--- config.mk ---
export PLATFORM = sky130hd
export DESIGN_NAME = vend_ctrl_param_flat
export DESIGN_NICKNAME = d
export VERILOG_FILES = /design/src/rtl/vend_ctrl_param_if.sv /design/src/rtl/vend_ctrl_param.sv /design/src/flat_wrapper.sv
export SDC_FILE = /design/constraint.sdc
export NUM_CORES = 1
export LEC_CHECK = 0
export ABC_CLOCK_PERIOD_IN_PS = 3200
export CAP_MARGIN = 10
export CORE_ASPECT_RATIO = 2
export CORE_UTILIZATION = 25
export DETAILED_ROUTE_END_ITERATION = 6
export REMOVE_ABC_BUFFERS = 1
export SLEW_MARGIN = 25
export SYNTH_ARGS = -nofsm -noshare
export SYNTH_HDL_FRONTEND = slang
export SYNTH_SLANG_ARGS = --single-unit
--- constraint.sdc ---
create_clock -name CLK -period 3.2 [get_ports CLK]
set_input_delay 0.48 -clock CLK [delete_from_list [all_inputs] [get_ports CLK]]
set_output_delay 0.48 -clock CLK [all_outputs]
set_load 0.1 [all_outputs]
--- src/rtl/vend_ctrl_param_if.sv ---
// Coin/change bus of the parametrised vending controller.
// The master drives coins and acks; the slave reports vend/change/credit.
interface vend_ctrl_param_if #(
    parameter int CREDIT_W = 4
);
    logic                coin_valid;
    logic [1:0]          coin_sel;
    logic                cancel;
    logic                change_ack;
    logic                guffin_out;
    logic                quarter_out;
    logic                halfDollar_out;
    logic                coin_reject;
    logic                busy;
    logic [1:0]          state_code;
    logic [CREDIT_W-1:0] credit_q;
    logic [3:0]          cred_dollar;
    logic [3:0]          cred_tens;
    logic [3:0]          cred_ones;

    modport master (
        output coin_valid, coin_sel, cancel, change_ack,
        input  guffin_out, quarter_out, halfDollar_out, coin_reject,
        input  busy, state_code, credit_q,
        input  cred_dollar, cred_tens, cred_ones
    );

    modport slave (
        input  coin_valid, coin_sel, cancel, change_ack,
        output guffin_out, quarter_out, halfDollar_out, coin_reject,
        output busy, state_code, credit_q,
        output cred_dollar, cred_tens, cred_ones
    );
endinterface

--- src/rtl/vend_ctrl_param.sv ---
// Vending controller with a binary quarter-unit credit counter,
// parametrised price, cancel refund and acked one-coin-at-a-time change.
module vend_ctrl_param #(
    parameter int PRICE_Q      = 6,
    parameter int MAX_CREDIT_Q = 12,
    parameter int CREDIT_W     = 4
) (
    input  logic              CLK,
    input  logic              RES,
    vend_ctrl_param_if.slave  bus
);
    typedef enum logic [1:0] {
        S_IDLE    = 2'b00,
        S_COLLECT = 2'b01,
        S_VEND    = 2'b10,
        S_CHANGE  = 2'b11
    } state_t;

    localparam int SW = CREDIT_W + 1;

    state_t              r_state;
    logic [CREDIT_W-1:0] r_credit;
    logic                r_guffin;
    logic                r_quarter;
    logic                r_half;
    logic                r_reject;

    logic [SW-1:0]       w_coin_val;
    logic [SW-1:0]       w_sum;
    logic                w_fits;
    logic                w_open;
    logic                w_accept;
    logic                w_reject;
    logic                w_cancel;
    logic [CREDIT_W-1:0] w_rem;
    logic [CREDIT_W-1:0] w_left;
    logic [CREDIT_W-1:0] w_div;
    logic [3:0]          w_tens;
    logic [3:0]          w_ones;

    // Coin code to quarter value; the invalid code is worth nothing.
    always_comb begin
        w_coin_val = '0;
        unique case (bus.coin_sel)
            2'b00:   w_coin_val = SW'(1);
            2'b01:   w_coin_val = SW'(2);
            2'b10:   w_coin_val = SW'(4);
            default: w_coin_val = '0;
        endcase
    end

    // Sum is one bit wider so an overflowing coin is still seen as too big.
    assign w_sum    = {1'b0, r_credit} + w_coin_val;
    assign w_fits   = (w_sum <= SW'(MAX_CREDIT_Q));
    assign w_open   = (r_state == S_IDLE) || (r_state == S_COLLECT);
    assign w_accept = bus.coin_valid && w_open && !bus.cancel
                      && (bus.coin_sel != 2'b11) && w_fits;
    assign w_reject = bus.coin_valid && !w_accept;
    assign w_cancel = bus.cancel && (r_state == S_COLLECT);
    assign w_rem    = r_credit - CREDIT_W'(PRICE_Q);
    assign w_left   = r_credit - (r_half ? CREDIT_W'(2) : CREDIT_W'(1));

    // Main FSM with registered pulse and change-request outputs.
    always_ff @(posedge CLK) begin
        if (RES) begin
            r_state   <= S_IDLE;
            r_credit  <= '0;
            r_guffin  <= 1'b0;
            r_quarter <= 1'b0;
            r_half    <= 1'b0;
            r_reject  <= 1'b0;
        end else begin
            r_reject <= w_reject;
            r_guffin <= 1'b0;
            unique case (r_state)
                S_IDLE, S_COLLECT: begin
                    if (w_cancel) begin
                        r_state   <= S_CHANGE;
                        r_half    <= (r_credit >= CREDIT_W'(2));
                        r_quarter <= (r_credit == CREDIT_W'(1));
                    end else if (w_accept) begin
                        r_credit <= w_sum[CREDIT_W-1:0];
                        if (w_sum >= SW'(PRICE_Q)) begin
                            r_state  <= S_VEND;
                            r_guffin <= 1'b1;
                        end else begin
                            r_state <= S_COLLECT;
                        end
                    end
                end
                S_VEND: begin
                    r_credit <= w_rem;
                    if (w_rem != '0) begin
                        r_state   <= S_CHANGE;
                        r_half    <= (w_rem >= CREDIT_W'(2));
                        r_quarter <= (w_rem == CREDIT_W'(1));
                    end else begin
                        r_state <= S_IDLE;
                    end
                end
                S_CHANGE: begin
                    if (r_half || r_quarter) begin
                        if (bus.change_ack) begin
                            r_credit  <= w_left;
                            r_half    <= 1'b0;
                            r_quarter <= 1'b0;
                            if (w_left == '0) begin
                                r_state <= S_IDLE;
                            end
                        end
                    end else if (r_credit == '0) begin
                        r_state <= S_IDLE;
                    end else begin
                        r_half    <= (r_credit >= CREDIT_W'(2));
                        r_quarter <= (r_credit == CREDIT_W'(1));
                    end
                end
                default: r_state <= S_IDLE;
            endcase
        end
    end

    // Cents digits of the credit display from the quarter remainder.
    always_comb begin
        w_tens = 4'd0;
        w_ones = 4'd0;
        unique case (r_credit[1:0])
            2'd0: begin w_tens = 4'd0; w_ones = 4'd0; end
            2'd1: begin w_tens = 4'd2; w_ones = 4'd5; end
            2'd2: begin w_tens = 4'd5; w_ones = 4'd0; end
            2'd3: begin w_tens = 4'd7; w_ones = 4'd5; end
            default: begin w_tens = 4'd0; w_ones = 4'd0; end
        endcase
    end

    assign w_div = r_credit >> 2;

    assign bus.guffin_out     = r_guffin;
    assign bus.quarter_out    = r_quarter;
    assign bus.halfDollar_out = r_half;
    assign bus.coin_reject    = r_reject;
    assign bus.busy           = r_state[1];
    assign bus.state_code     = r_state;
    assign bus.credit_q       = r_credit;
    assign bus.cred_dollar    = 4'(w_div);
    assign bus.cred_tens      = w_tens;
    assign bus.cred_ones      = w_ones;
endmodule

--- src/flat_wrapper.sv ---
// flat-port wrapper written by rule: the top's interface ports become plain ports
module vend_ctrl_param_flat 
#(
    parameter int PRICE_Q      = 6,
    parameter int MAX_CREDIT_Q = 12,
    parameter int CREDIT_W     = 4
)
  (CLK, RES, bus_coin_valid, bus_coin_sel, bus_cancel, bus_change_ack, bus_guffin_out, bus_quarter_out, bus_halfDollar_out, bus_coin_reject, bus_busy, bus_state_code, bus_credit_q, bus_cred_dollar, bus_cred_tens, bus_cred_ones);
  vend_ctrl_param_if #(.CREDIT_W(CREDIT_W)) bus_i ();
  input  logic CLK;
  input  logic RES;
  input wire logic [$bits(bus_i.coin_valid)-1:0] bus_coin_valid;
  input wire logic [$bits(bus_i.coin_sel)-1:0] bus_coin_sel;
  input wire logic [$bits(bus_i.cancel)-1:0] bus_cancel;
  input wire logic [$bits(bus_i.change_ack)-1:0] bus_change_ack;
  output wire logic [$bits(bus_i.guffin_out)-1:0] bus_guffin_out;
  output wire logic [$bits(bus_i.quarter_out)-1:0] bus_quarter_out;
  output wire logic [$bits(bus_i.halfDollar_out)-1:0] bus_halfDollar_out;
  output wire logic [$bits(bus_i.coin_reject)-1:0] bus_coin_reject;
  output wire logic [$bits(bus_i.busy)-1:0] bus_busy;
  output wire logic [$bits(bus_i.state_code)-1:0] bus_state_code;
  output wire logic [$bits(bus_i.credit_q)-1:0] bus_credit_q;
  output wire logic [$bits(bus_i.cred_dollar)-1:0] bus_cred_dollar;
  output wire logic [$bits(bus_i.cred_tens)-1:0] bus_cred_tens;
  output wire logic [$bits(bus_i.cred_ones)-1:0] bus_cred_ones;
  assign bus_i.coin_valid = bus_coin_valid;
  assign bus_i.coin_sel = bus_coin_sel;
  assign bus_i.cancel = bus_cancel;
  assign bus_i.change_ack = bus_change_ack;
  assign bus_guffin_out = bus_i.guffin_out;
  assign bus_quarter_out = bus_i.quarter_out;
  assign bus_halfDollar_out = bus_i.halfDollar_out;
  assign bus_coin_reject = bus_i.coin_reject;
  assign bus_busy = bus_i.busy;
  assign bus_state_code = bus_i.state_code;
  assign bus_credit_q = bus_i.credit_q;
  assign bus_cred_dollar = bus_i.cred_dollar;
  assign bus_cred_tens = bus_i.cred_tens;
  assign bus_cred_ones = bus_i.cred_ones;
  vend_ctrl_param #(.PRICE_Q(PRICE_Q), .MAX_CREDIT_Q(MAX_CREDIT_Q), .CREDIT_W(CREDIT_W)) u_core (.CLK(CLK), .RES(RES), .bus(bus_i));
endmodule
Yosys cells after proc, flatten, opt, wreduce, memory -nomap -nowiden. Cells that the tools add are included.

Add/sub/neg operators: 3. Magnitude comparators: 4. Eq/ne operators: 22. Mux-type cells: 30. Bitwise gates (word level): 2. Reduce and logical (&&, ||, !) cells: 23.

Operators with widths (count): $mux W2 (9); $mux W4 (4); $pmux W4 S4 (1); $pmux W4 S3 (1); $reduce_and A4 Y1 (3); $eq A2 B2 Y1 const B (5); $mux W1 (10); $pmux W3 S3 (1); $eq A4 B1 Y1 const B (2); $ge A4 B2 Y1 const B (2); $logic_not A4 Y1 (2); $ne A2 B1 Y1 const B (4); $pmux W4 S2 (1); $eq A2 B1 Y1 const B (3); $logic_and A1 B1 Y1 (6); $logic_not A2 Y1 (3); $ne A2 B2 Y1 const B (3); $ne A3 B1 Y1 const B (2); $ne A3 B3 Y1 const B (2); $pmux W1 S3 (2); $pmux W2 S3 (1); $reduce_or A2 Y1 (3); $add A4 B3 Y5 (1); $ge A5 B3 Y1 const B (1); 9 further kinds (12).

Bits in registers: 10. Input bits: 7. Output and inout bits: 23. Word-level logic and storage cells: 90.

Depth between registers and ports, before layout.
Depth in word-level cells: 9. Mapped depth: 9. Mapped depth without buffers: 9.

Worst setup path after synthesis. No wires, ideal clock.

Kind: reg2out. Start: register u_core.r_credit[1], in the netlist u_core.bus.credit_q[1]. End: output port bus_cred_tens[2]. Data arrival time: 2.556 ns. Data required time: 2.720 ns. Setup slack: 0.164 ns. Cell stages (with the launch flop): 3. Buffers on the path: 2. Cell sequence: dfxtp_1 -> clkbuf_1 -> buf_4.

Longest elaborated chain between the ends: 2.

RTL lines: from (decl) (RTL line vend_ctrl_param.sv:22) `logic [CREDIT_W-1:0] r_credit;`; from (signal assigned) (RTL line vend_ctrl_param.sv:82) `r_credit <= w_sum[CREDIT_W-1:0];`; from (signal assigned) (RTL line vend_ctrl_param.sv:92) `r_credit <= w_rem;`; from (signal assigned) (RTL line vend_ctrl_param.sv:104) `r_credit <= w_left;`; $eq A2 B2 Y1 (tied with other cells) (RTL line vend_ctrl_param.sv:127) `unique case (r_credit[1:0])`; $pmux W4 S4 (*) (RTL line vend_ctrl_param.sv:127); to (decl) (RTL line flat_wrapper.sv:24) `output wire logic [$bits(bus_i.cred_tens)-1:0] bus_cred_tens;`.

Every way passes the cells marked *; elsewhere a longest branch is shown, timed or not. The select of a mux whose other input is x is not followed.

Worst setup path in the final report.
Start: input port bus_coin_sel[1]. End: register u_core.r_credit[3], in the netlist u_core.bus.credit_q[3].

Longest elaborated chain between the ends: 7.

RTL lines: from (decl) (RTL line flat_wrapper.sv:13) `input wire logic [$bits(bus_i.coin_sel)-1:0] bus_coin_sel;`; $eq A2 B2 Y1 (tied with other cells) (RTL line vend_ctrl_param.sv:44) `unique case (bus.coin_sel)`; $pmux W3 S3 (RTL line vend_ctrl_param.sv:44); $add A4 B3 Y5 (RTL line vend_ctrl_param.sv:53) `assign w_sum = {1'b0, r_credit} + w_coin_val;`; $le A5 B4 Y1 (RTL line vend_ctrl_param.sv:54) `assign w_fits = (w_sum <= SW'(MAX_CREDIT_Q));`; $logic_and A1 B1 Y1 (RTL line vend_ctrl_param.sv:57) `&& (bus.coin_sel != 2'b11) && w_fits;`; $ne A2 B1 Y1 (no source line); $reduce_and A4 Y1 (no source line).

Several ways; a longest one is shown, not always the timed one. The select of a mux whose other input is x is not followed. A chain may end at the register's enable or synchronous reset.

==> results.cfg <==
[outcome]
status = completed

[yosys]
yosys_warnings = 0
ys.flop_type = dfxtp_1
synth_top_area_share_pct = 18.3
ys_seq_area_share_pct = 18.3
netlist_instances = 134
synth_most_common_cell = buf_4
synth-seq-cells = 10
ys_top_cells_by_area = dfxtp_1, buf_4, ha_1, fa_1, a21oi_1
synth-edff-count = 0
avgSynthCellArea_sq_um = 8.14
synth.top_cells.by_count = buf_4, dfxtp_1, nor2_1
syn_area_sq_mm = 0.00109
synth_top_area_cell = dfxtp_1
async_reset_ff_share_pct = 0
yosysUniqueCellTypes = 44

[sta]
max_slew_margin_pct = 35.5
finalSetupViolCount = 0
tightest_slew_ns = 0.964
period_minus_slack_ns = 2.84
finalHoldWorstSlack_ns = 0.547
finalCritPeriodShare_pct = 88.7
finalHoldViolations = 0
fmax_ghz = 0.352
rsz0062_at_grt = no
maxSlewViolCount = 0
skew_ns = 0.0111
setup_ws_ns = 0.361

[worst_setup_path]
cp-startpoint = bus_coin_sel[1]
critPathMaxStageDelay_ns = 0.51
arrival_ns = 2.95
cpMaxStageDelayCell = clkdlybuf4s50_1
critPathLaunchType = primary input
cp-end-kind = flip-flop
crit_fanout = 4
r2r_slack_ns = 0.64
crit_chain = clkdlybuf4s50_1 > nor2_1 > ha_1 > fa_1 > or2_1 > maj3_2 > o2111a_1 > o2111ai_1 > o31ai_1
r2r_start = u_core.bus.credit_q[0]
worstSetupPathType = in -> reg
crit_required_ns = 3.31

[global_routing]
grt_antenna_before_repair = 0
grt_pass1_vias = 1042
grtUsageMet1_pct = 10.9
globalRouteMet3Util_pct = 0.957
grtUsageTotal_pct = 13.3
gr-usage-met2_pct = 30.3
grt.busiest_layer = met2
grt_max_degree = 19
overflow = 0
grt_pass1_wl_mm = 4.72

[clocking]
postCtsSetupRepairBufs = 0
hold_buffers = 0
cts.sinks = 10
cts_root_buf = clkbuf_8
cts_tree = done
numCtsBuffers = 3
clock_path_buffers = 2
cts_resized = 0
clkTransAtPathRegs_ns = 0.05
cts-htree-levels = 1
clock_latency_ns = 0.25

[placed_design]
dp_hpwl_mm = 2.33
dp_slack_ns = 0.109
dp.cells = 197
gp_congestion = 0.760
portBuffers = 24

[die]
start_util_pct = 26.4
die_w_um = 48.7
die_h_um = 95.4
pin_count = 30
fp-row-count = 33
die_area_sq_mm = 0.00465
core-area_sq_mm = 0.00413

[finish]
area_delta_synth_final_pct = 20.1
stdcell_count = 201
nNetsFinal = 166
antenna_cells = 0
drive_above_1_share_pct = 20.8
final_core_util_pct = 31.7

[routing]
drt_first_iter_violations = 14
drc = 0
routedWlPerCell_um = 14.0
routed_wl_mm = 2.81
vias = 1017
drt-pass1-iter-count = 4
via_per_inst = 5.06
ant_nets = 0

[pwr]
p_leak_nw = 0.574
powerDensity_mw_per_mm2 = 700
ir_drop_mv = 0.211

[worst_hold_path]
hold_path.class = reg -> reg
hp-start = u_core.bus.quarter_out

[job]
cap_viol_max_count = 0
==> stage by stage <==
| step | instance area (sq um) | power (mW) | TNS, ns |
|---|---|---|---|
| 2_1_floorplan | 982 | 0.639 | -18.02 |
| 3_3_place_gp | 1250 | 0.758 | 0 |
| 3_5_place_dp | 1250 | 0.758 | 0 |
| 4_1_cts | 1310 | 0.920 | 0 |
| 5_1_grt | 1310 | 0.968 | 0 |
| 6_report | 1310 | 0.917 | 0 |
==> where the power goes <==
part	total (mW)	leakage, nW	switching, mW	internal [mW]
Sequential	0.188	0.0818	0.0455	0.142
Clock	0.164	0.0288	0.0559	0.108
Combinational	0.564	0.464	0.412	0.152
==> layout by cell type (no fill, tap or decap), drive strengths merged, types with 3 or more instances in the layout <==
master	instances
o211ai	4
nor2	9
nor4b	3
conb	5
nand2	7
a21o	4
clkdlybuf4s50	8
or2	5
a311oi	3
nor2b	4
nand3	6
a21oi	7
o21ai	6
inv	6
mux2i	3
dfxtp	10
buf	17
clkbuf	4
ha	7
==> worst max-delay path: cells and delay by family <==
family / cells / cell delay, ns
AOI/OAI and AO/OA: 3 / 0.60
adders and majority gates: 3 / 1.03
buffers and inverters: 1 / 0.51
and+or+nand+nor: 2 / 0.34
==> cell families after synthesis <==
family                     share of synthesized area, %
and+or+nand+nor                                    22.8
DFF                                                18.3
other                                             0.344
AOI/OAI and AO/OA                                  27.2
adders and majority gates                          12.7
muxes                                              2.75
xor gates and xnor gates                           2.41
buffers and inverters                              13.4
==> cell type report <==
class,count,area [sq um]
Clock buffer,4,55.1
Fill cell,463,2820
Inverter,6,22.5
Multi-Input combinational cell,104,759
Sequential cell,10,200
Tap cell,52,65.1
Timing Repair Buffer,25,208
==> worst paths after layout <==
kind / to / cells past startpoint
worst max-delay path: u_core.bus.credit_q[3] / 9
worst min register to register: u_core.bus.quarter_out / 2
worst max register to register: u_core.bus.credit_q[3] / 7
worst min-delay path: u_core.bus.quarter_out / 2
==> routing by layer <==
metal	vias to the layer above	part of all wire [%]
met1	483	33
li1	510	-
met4	0	1.8
met2	18	64
met5	-	0
met3	6	2.0
==> sequential cells by signal, summed over array words and instances, names as in the netlist <==
name                       cells
u_core.bus.credit_q            4
u_core.bus.state_code          2
u_core.bus.coin_reject         1
u_core.bus.guffin_out          1
u_core.bus.halfDollar_out      1
u_core.bus.quarter_out         1
Note: power is estimated with default switching activity, not from simulation.
